`src/rtl/bitplane_streamer_if.sv`:
```
// Matrix-in / bit-plane-out stream bundle for bitplane_streamer.
// master = upstream transpose + downstream array side, slave = the streamer itself.
interface bitplane_streamer_if #(
  parameter int unsigned LANES = 16,
  parameter int unsigned BITS  = 8
);
  localparam int unsigned IdxW = (BITS > 1) ? $clog2(BITS) : 1;

  logic                    in_valid;
  logic                    in_ready;
  logic [LANES*BITS-1:0]   in_matrix;
  logic                    out_valid;
  logic                    out_ready;
  logic [LANES-1:0]        out_plane;
  logic [IdxW-1:0]         out_bit_idx;
  logic                    out_last;

  modport master (
    output in_valid, in_matrix, out_ready,
    input  in_ready, out_valid, out_plane, out_bit_idx, out_last
  );

  modport slave (
    input  in_valid, in_matrix, out_ready,
    output in_ready, out_valid, out_plane, out_bit_idx, out_last
  );
endinterface

```
`src/rtl/bitplane_streamer.sv`:
```
// Two-entry ping-pong matrix buffer streaming one LANES-bit plane per step, MSB plane first.
// Optional `SKEW_EN: per-lane delay chains give a diagonal wavefront, with zero-plane drain steps.
module bitplane_streamer #(
  parameter int unsigned LANES = 16,
  parameter int unsigned BITS  = 8
) (
  input logic                clk,
  input logic                rst,
  bitplane_streamer_if.slave stream_io
);
  localparam int unsigned IdxW = (BITS > 1) ? $clog2(BITS) : 1;
  localparam logic [IdxW-1:0] LastIdx = IdxW'(BITS - 1);

  logic [LANES*BITS-1:0] mat_q [2];
  logic                  wr_ptr_q, wr_ptr_d;
  logic                  rd_ptr_q, rd_ptr_d;
  logic [1:0]            count_q, count_d;
  logic [IdxW-1:0]       plane_idx_q, plane_idx_d;

  logic                  accept;
  logic                  has_data;
  logic                  real_step;
  logic                  at_last;
  logic                  free;
  logic [LANES-1:0]      cur_row;

  always_comb begin
    has_data  = (count_q != 2'd0);
    at_last   = (plane_idx_q == LastIdx);
    stream_io.in_ready = (count_q != 2'd2) & ~rst;
    accept    = stream_io.in_valid & stream_io.in_ready;
    real_step = has_data & stream_io.out_ready;
    free      = real_step & at_last;
    cur_row   = has_data ? mat_q[rd_ptr_q][32'(plane_idx_q) * LANES +: LANES] : '0;

    wr_ptr_d    = accept ? ~wr_ptr_q : wr_ptr_q;
    rd_ptr_d    = free ? ~rd_ptr_q : rd_ptr_q;
    plane_idx_d = plane_idx_q;
    if (real_step) begin
      plane_idx_d = at_last ? '0 : plane_idx_q + IdxW'(1);
    end

    // Accept and free together leave the occupancy unchanged.
    unique case ({accept, free})
      2'b10:   count_d = count_q + 2'd1;
      2'b01:   count_d = count_q - 2'd1;
      default: count_d = count_q;
    endcase
  end

  always_ff @(posedge clk) begin
    if (rst) begin
      wr_ptr_q    <= 1'b0;
      rd_ptr_q    <= 1'b0;
      count_q     <= 2'd0;
      plane_idx_q <= '0;
    end else begin
      wr_ptr_q    <= wr_ptr_d;
      rd_ptr_q    <= rd_ptr_d;
      count_q     <= count_d;
      plane_idx_q <= plane_idx_d;
    end
  end

  // Payload needs no reset: it is only observed while the entry is occupied.
  always_ff @(posedge clk) begin
    if (accept) begin
      mat_q[wr_ptr_q] <= stream_io.in_matrix;
    end
  end

`ifdef SKEW_EN
  localparam int unsigned DrW = (LANES > 1) ? $clog2(LANES) : 1;

  logic [DrW-1:0]   drain_cnt_q, drain_cnt_d;
  logic             draining;
  logic             step;
  logic [LANES-1:0] skew_plane;

  always_comb begin
    draining = ~has_data & (drain_cnt_q != '0);
    step     = (has_data | draining) & stream_io.out_ready;
    drain_cnt_d = drain_cnt_q;
    if (real_step) begin
      drain_cnt_d = DrW'(LANES - 1);
    end else if (draining && stream_io.out_ready) begin
      drain_cnt_d = drain_cnt_q - DrW'(1);
    end

    stream_io.out_valid   = has_data | draining;
    stream_io.out_plane   = skew_plane;
    stream_io.out_bit_idx = draining ? '0 : LastIdx - plane_idx_q;
    stream_io.out_last    = has_data & at_last;
  end

  always_ff @(posedge clk) begin
    if (rst) begin
      drain_cnt_q <= '0;
    end else begin
      drain_cnt_q <= drain_cnt_d;
    end
  end

  // Lane i sees lane i of the plane issued i steps ago; cur_row is zero while draining.
  assign skew_plane[0] = cur_row[0];

  for (genvar i = 1; i < LANES; i++) begin : g_lane
    logic [i-1:0] sh_q;
    if (i == 1) begin : g_one
      always_ff @(posedge clk) begin
        if (rst) begin
          sh_q <= '0;
        end else if (step) begin
          sh_q <= cur_row[i];
        end
      end
    end else begin : g_many
      always_ff @(posedge clk) begin
        if (rst) begin
          sh_q <= '0;
        end else if (step) begin
          sh_q <= {sh_q[i-2:0], cur_row[i]};
        end
      end
    end
    assign skew_plane[i] = sh_q[i-1];
  end
`else
  always_comb begin
    stream_io.out_valid   = has_data;
    stream_io.out_plane   = cur_row;
    stream_io.out_bit_idx = LastIdx - plane_idx_q;
    stream_io.out_last    = has_data & at_last;
  end
`endif

endmodule

```
`src/flat_wrapper.sv`:
```
// flat-port wrapper written by rule: the top's interface ports become plain ports
module bitplane_streamer_flat 
#(
  parameter int unsigned LANES = 16,
  parameter int unsigned BITS  = 8
)
  (clk, rst, stream_io_in_valid, stream_io_in_matrix, stream_io_out_ready, stream_io_in_ready, stream_io_out_valid, stream_io_out_plane, stream_io_out_bit_idx, stream_io_out_last);
  bitplane_streamer_if #(.LANES(LANES), .BITS(BITS)) stream_io_i ();
  input logic clk;
  input logic rst;
  input wire logic [$bits(stream_io_i.in_valid)-1:0] stream_io_in_valid;
  input wire logic [$bits(stream_io_i.in_matrix)-1:0] stream_io_in_matrix;
  input wire logic [$bits(stream_io_i.out_ready)-1:0] stream_io_out_ready;
  output wire logic [$bits(stream_io_i.in_ready)-1:0] stream_io_in_ready;
  output wire logic [$bits(stream_io_i.out_valid)-1:0] stream_io_out_valid;
  output wire logic [$bits(stream_io_i.out_plane)-1:0] stream_io_out_plane;
  output wire logic [$bits(stream_io_i.out_bit_idx)-1:0] stream_io_out_bit_idx;
  output wire logic [$bits(stream_io_i.out_last)-1:0] stream_io_out_last;
  assign stream_io_i.in_valid = stream_io_in_valid;
  assign stream_io_i.in_matrix = stream_io_in_matrix;
  assign stream_io_i.out_ready = stream_io_out_ready;
  assign stream_io_in_ready = stream_io_i.in_ready;
  assign stream_io_out_valid = stream_io_i.out_valid;
  assign stream_io_out_plane = stream_io_i.out_plane;
  assign stream_io_out_bit_idx = stream_io_i.out_bit_idx;
  assign stream_io_out_last = stream_io_i.out_last;
  bitplane_streamer #(.LANES(LANES), .BITS(BITS)) u_core (.clk(clk), .rst(rst), .stream_io(stream_io_i));
endmodule
```
`config.mk`:
```
export PLATFORM = sky130hd
export DESIGN_NAME = bitplane_streamer_flat
export DESIGN_NICKNAME = d
export VERILOG_FILES = /design/src/rtl/bitplane_streamer_if.sv /design/src/rtl/bitplane_streamer.sv /design/src/flat_wrapper.sv
export SDC_FILE = /design/constraint.sdc
export NUM_CORES = 1
export LEC_CHECK = 0
export ABC_CLOCK_PERIOD_IN_PS = 8250
export CORE_MARGIN = 2
export CORE_UTILIZATION = 40
export DETAILED_ROUTE_END_ITERATION = 8
export GPL_ROUTABILITY_DRIVEN = 0
export PLACE_DENSITY = 0.72
export SYNTH_ARGS = -nofsm -noshare
export SYNTH_HDL_FRONTEND = slang
export SYNTH_SLANG_ARGS = --single-unit
```
`constraint.sdc`:
```
create_clock -name clk -period 8.25 [get_ports clk]
set_clock_uncertainty 0.05 [all_clocks]
set_input_delay 1.65 -clock clk [delete_from_list [all_inputs] [get_ports clk]]
set_output_delay 1.65 -clock clk [all_outputs]
set_load 0.05 [all_outputs]
```
==> impl_metrics.csv <==
group,metric,value,unit
final_layout,final_area,0.0130,mm^2
final_layout,finalNetCount,869,
clocking,hold_buffers,0,
synthesis,synth_common_cells,"256 x edfxtp_1, 124 x mux2i_1, 58 x a22oi_1, 29 x nand3_1, 22 x nand2_1",
setup_path,cp.required,6550,ps
synthesis,synthSimpleGateAreaFrac,3.08,%
timing,fin_setup_tns,0,ps
die,die_area,0.0272,mm^2
pwr,p_leak,0.00405,uW
place,hpwl,13800,um
synthesis,synth_edf_count,256,
synthesis,yosys.area.top_type,"edfxtp_1",
clocking,clk_latency,530,ps
die,start_util,41.0,%
drt,wl_per_cell,20.7,um
setup_path,end_kind,"primary output",
die,die_y,165,um
outcome,outcome,"finished clean",
synthesis,synth_top_cell_area_share,74.3,%
place,placed_cells,1035,
final_layout,drive_above_1_share,7.68,%
synthesis,synth_xor_area_share,0.339,%
synthesis,async_flop_share,0,%
setup_path,arrival,3670,ps
place,post_dp_cell_area,0.0121,mm^2
timing,worst_pin_slew,1100,ps
final_layout,final_cells,1088,
die,row_count,58,
timing,whs,470,ps
drt,routed_wl,22500,um
setup_path,worstSetupPathType,"reg2out",
drt,vias_per_cell,5.10,
timing,grt_setup_unrepaired,"false",
clocking,htree_levels,1,
synthesis,syn-mean-instance-area,18.0,um^2
synthesis,yosysUniqueCellTypes,29,
synthesis,synth_mux_area_share,12.6,%
grt,grt_antenna_before_repair,4,
grt,grt_max_degree,77,
clocking,clock_path_buffers,3,
drt,drt-initial-drc-count,387,
synthesis,ys_ff_latch,264,
timing,max_freq,186,MHz
drt,postRouteAntennaNets,0,
place,numPortBuffers,153,
clocking,path_clk_slew,60,ps
die,die_x,165,um
drt,detailroute.via_count,5548,
timing,hold_viol,0,
synthesis,synth_fa_ha_area_share,0.363,%
grt,grt_pass1_wl,32500,um
synthesis,ys_seq_area_share,75.8,%
grt,grt_pass1_vias,5808,
clocking,cts_buffers,27,
worst_hold_path,min_path_type,"reg2reg",
synthesis,ys_warn_count,0,
drt,drt_pre_antenna_iters,5,
synthesis,synth_top_family_by_area,"multiplexers",
timing,final.min_clock_period,5370,ps
synthesis,netlist_area,0.0103,mm^2
timing,finalMaxSlewViolations,0,
synthesis,synthMostInstantiatedCell,"edfxtp_1",
die,fp.coreArea,0.0253,mm^2
clocking,ctsResizeCount,0,
clocking,numClockSinks,264,
clocking,cts_setup_buffers,0,
final_layout,post-route-util,51.5,%
pwr,power.density,226,mW/mm^2
clocking,cts_tree,"done",
synthesis,synth_nets,710,
setup_path,worst_setup_path_start_kind,"flip-flop",
drt,drc_errors,0,
synthesis,synth_area_leaders,"edfxtp_1 74%, mux2i_1 12%, a22oi_1 4.2%",
grt,grt.total_usage,16.2,%
die,io_pins,154,
grt,grt-ovfl-total,0,
final_layout,syn_to_final_growth,25.6,%
run,drv_cap,0,
synthesis,synth_compound_area_share,4.79,%
synthesis,ys.flop_type,"edfxtp_1",
synthesis,syn-instance-count,575,
timing,relSlewSlack,26.3,%
timing,finalSetupViolCount,0,
setup_path,critPathMaxFanout,73,
timing,period_share,65.0,%
pwr,peakVddDrop,164,uV
clocking,cts_root_buf,"clkbuf_16",
## area by class of cell
type                            count  area [um^2]
Fill cell                        2110        12300
Inverter                            8         30.0
Clock buffer                       37          713
Timing Repair Buffer              161         1600
Sequential cell                   264         7850
Antenna cell                        3         7.51
Clock inverter                     13          144
Tap cell                          330          413
Multi-Input combinational cell    272         2230
## critical path, cell delays in order, from the launching register on
cell,delay [ps]
dfxtp_4,950
buf_12,520
mux2i_1,160
a22oi_1,220
nand3_1,250
nand2_1,140
clkdlybuf4s50_1,810
## path summary, 6_finish.rpt
kind              slack (ps)  cells past startpoint                      startpoint                            end
setup / recovery        2880                      6                       flip-flop         stream_io_out_plane[5]
hold / removal           470                      2    u_core.rd_ptr_q$_SDFFE_PP0P_   u_core.rd_ptr_q$_SDFFE_PP0P_
setup reg to reg        5890                      4  u_core.count_q[0]$_SDFFE_PP0P_  u_core.mat_q[1][38]$_DFFE_PP_
hold reg to reg          470                      2    u_core.rd_ptr_q$_SDFFE_PP0P_   u_core.rd_ptr_q$_SDFFE_PP0P_
## per-stage QoR
stage | total power (uW) | setup slack [ps]
CTS | 2960 | 2840
floorplan | 1670 | 82.3
global placement | 1770 | 3340
global route | 3040 | 2690
finish | 2930 | 2880
detailed placement | 1780 | 3320
## cell usage in the layout (no fill, tap or decap), drive strengths merged, types with 2 or more instances in the layout
cell type / instances
nor2: 15
clkbuf: 37
clkinv: 8
mux2i: 124
nand2: 22
a21oi: 3
xnor2: 3
edfxtp: 256
dfxtp: 8
buf: 8
inv: 9
diode: 3
ha: 3
o21ai: 2
nor2b: 2
bufinv: 3
nand3: 29
a22oi: 58
o2111ai: 3
clkdlybuf4s50: 153
mux4: 3
## power by group
| group | total (uW) | switching [uW] | leakage (uW) | internal, uW |
|---|---|---|---|---|
| clock | 1180 | 484 | 0.000418 | 698 |
| sequential | 1540 | 12.9 | 0.00242 | 1530 |
| combinational | 209 | 115 | 0.00121 | 94.0 |
## logic make-up (layout without fill, tap and decap cells)
family,after synthesis,in the layout
adders and majority gates,3,3
and+or+nand+nor,71,71
DFF,264,264
other,0,3
AOI/OAI and AO/OA,67,67
xor gates and xnor gates,4,4
buffers and inverters,39,219
muxes,127,127
## state kept, by name (all words and copies together) (netlist names), named ones only
name,cells
u_core.mat_q,256
u_core.wr_ptr_q,1
u_core.plane_idx_q,3
u_core.rd_ptr_q,1
u_core.count_q,2
## metal layers
layer,GRT usage [%],vias to the layer above,part of all wire (%)
li1,-,2612,-
met1,21.1,2745,42
met2,27.0,156,49
met3,3.94,35,6.6
met4,4.78,0,1.9
met5,0,-,0
Note: power is estimated with default switching activity, not from simulation.
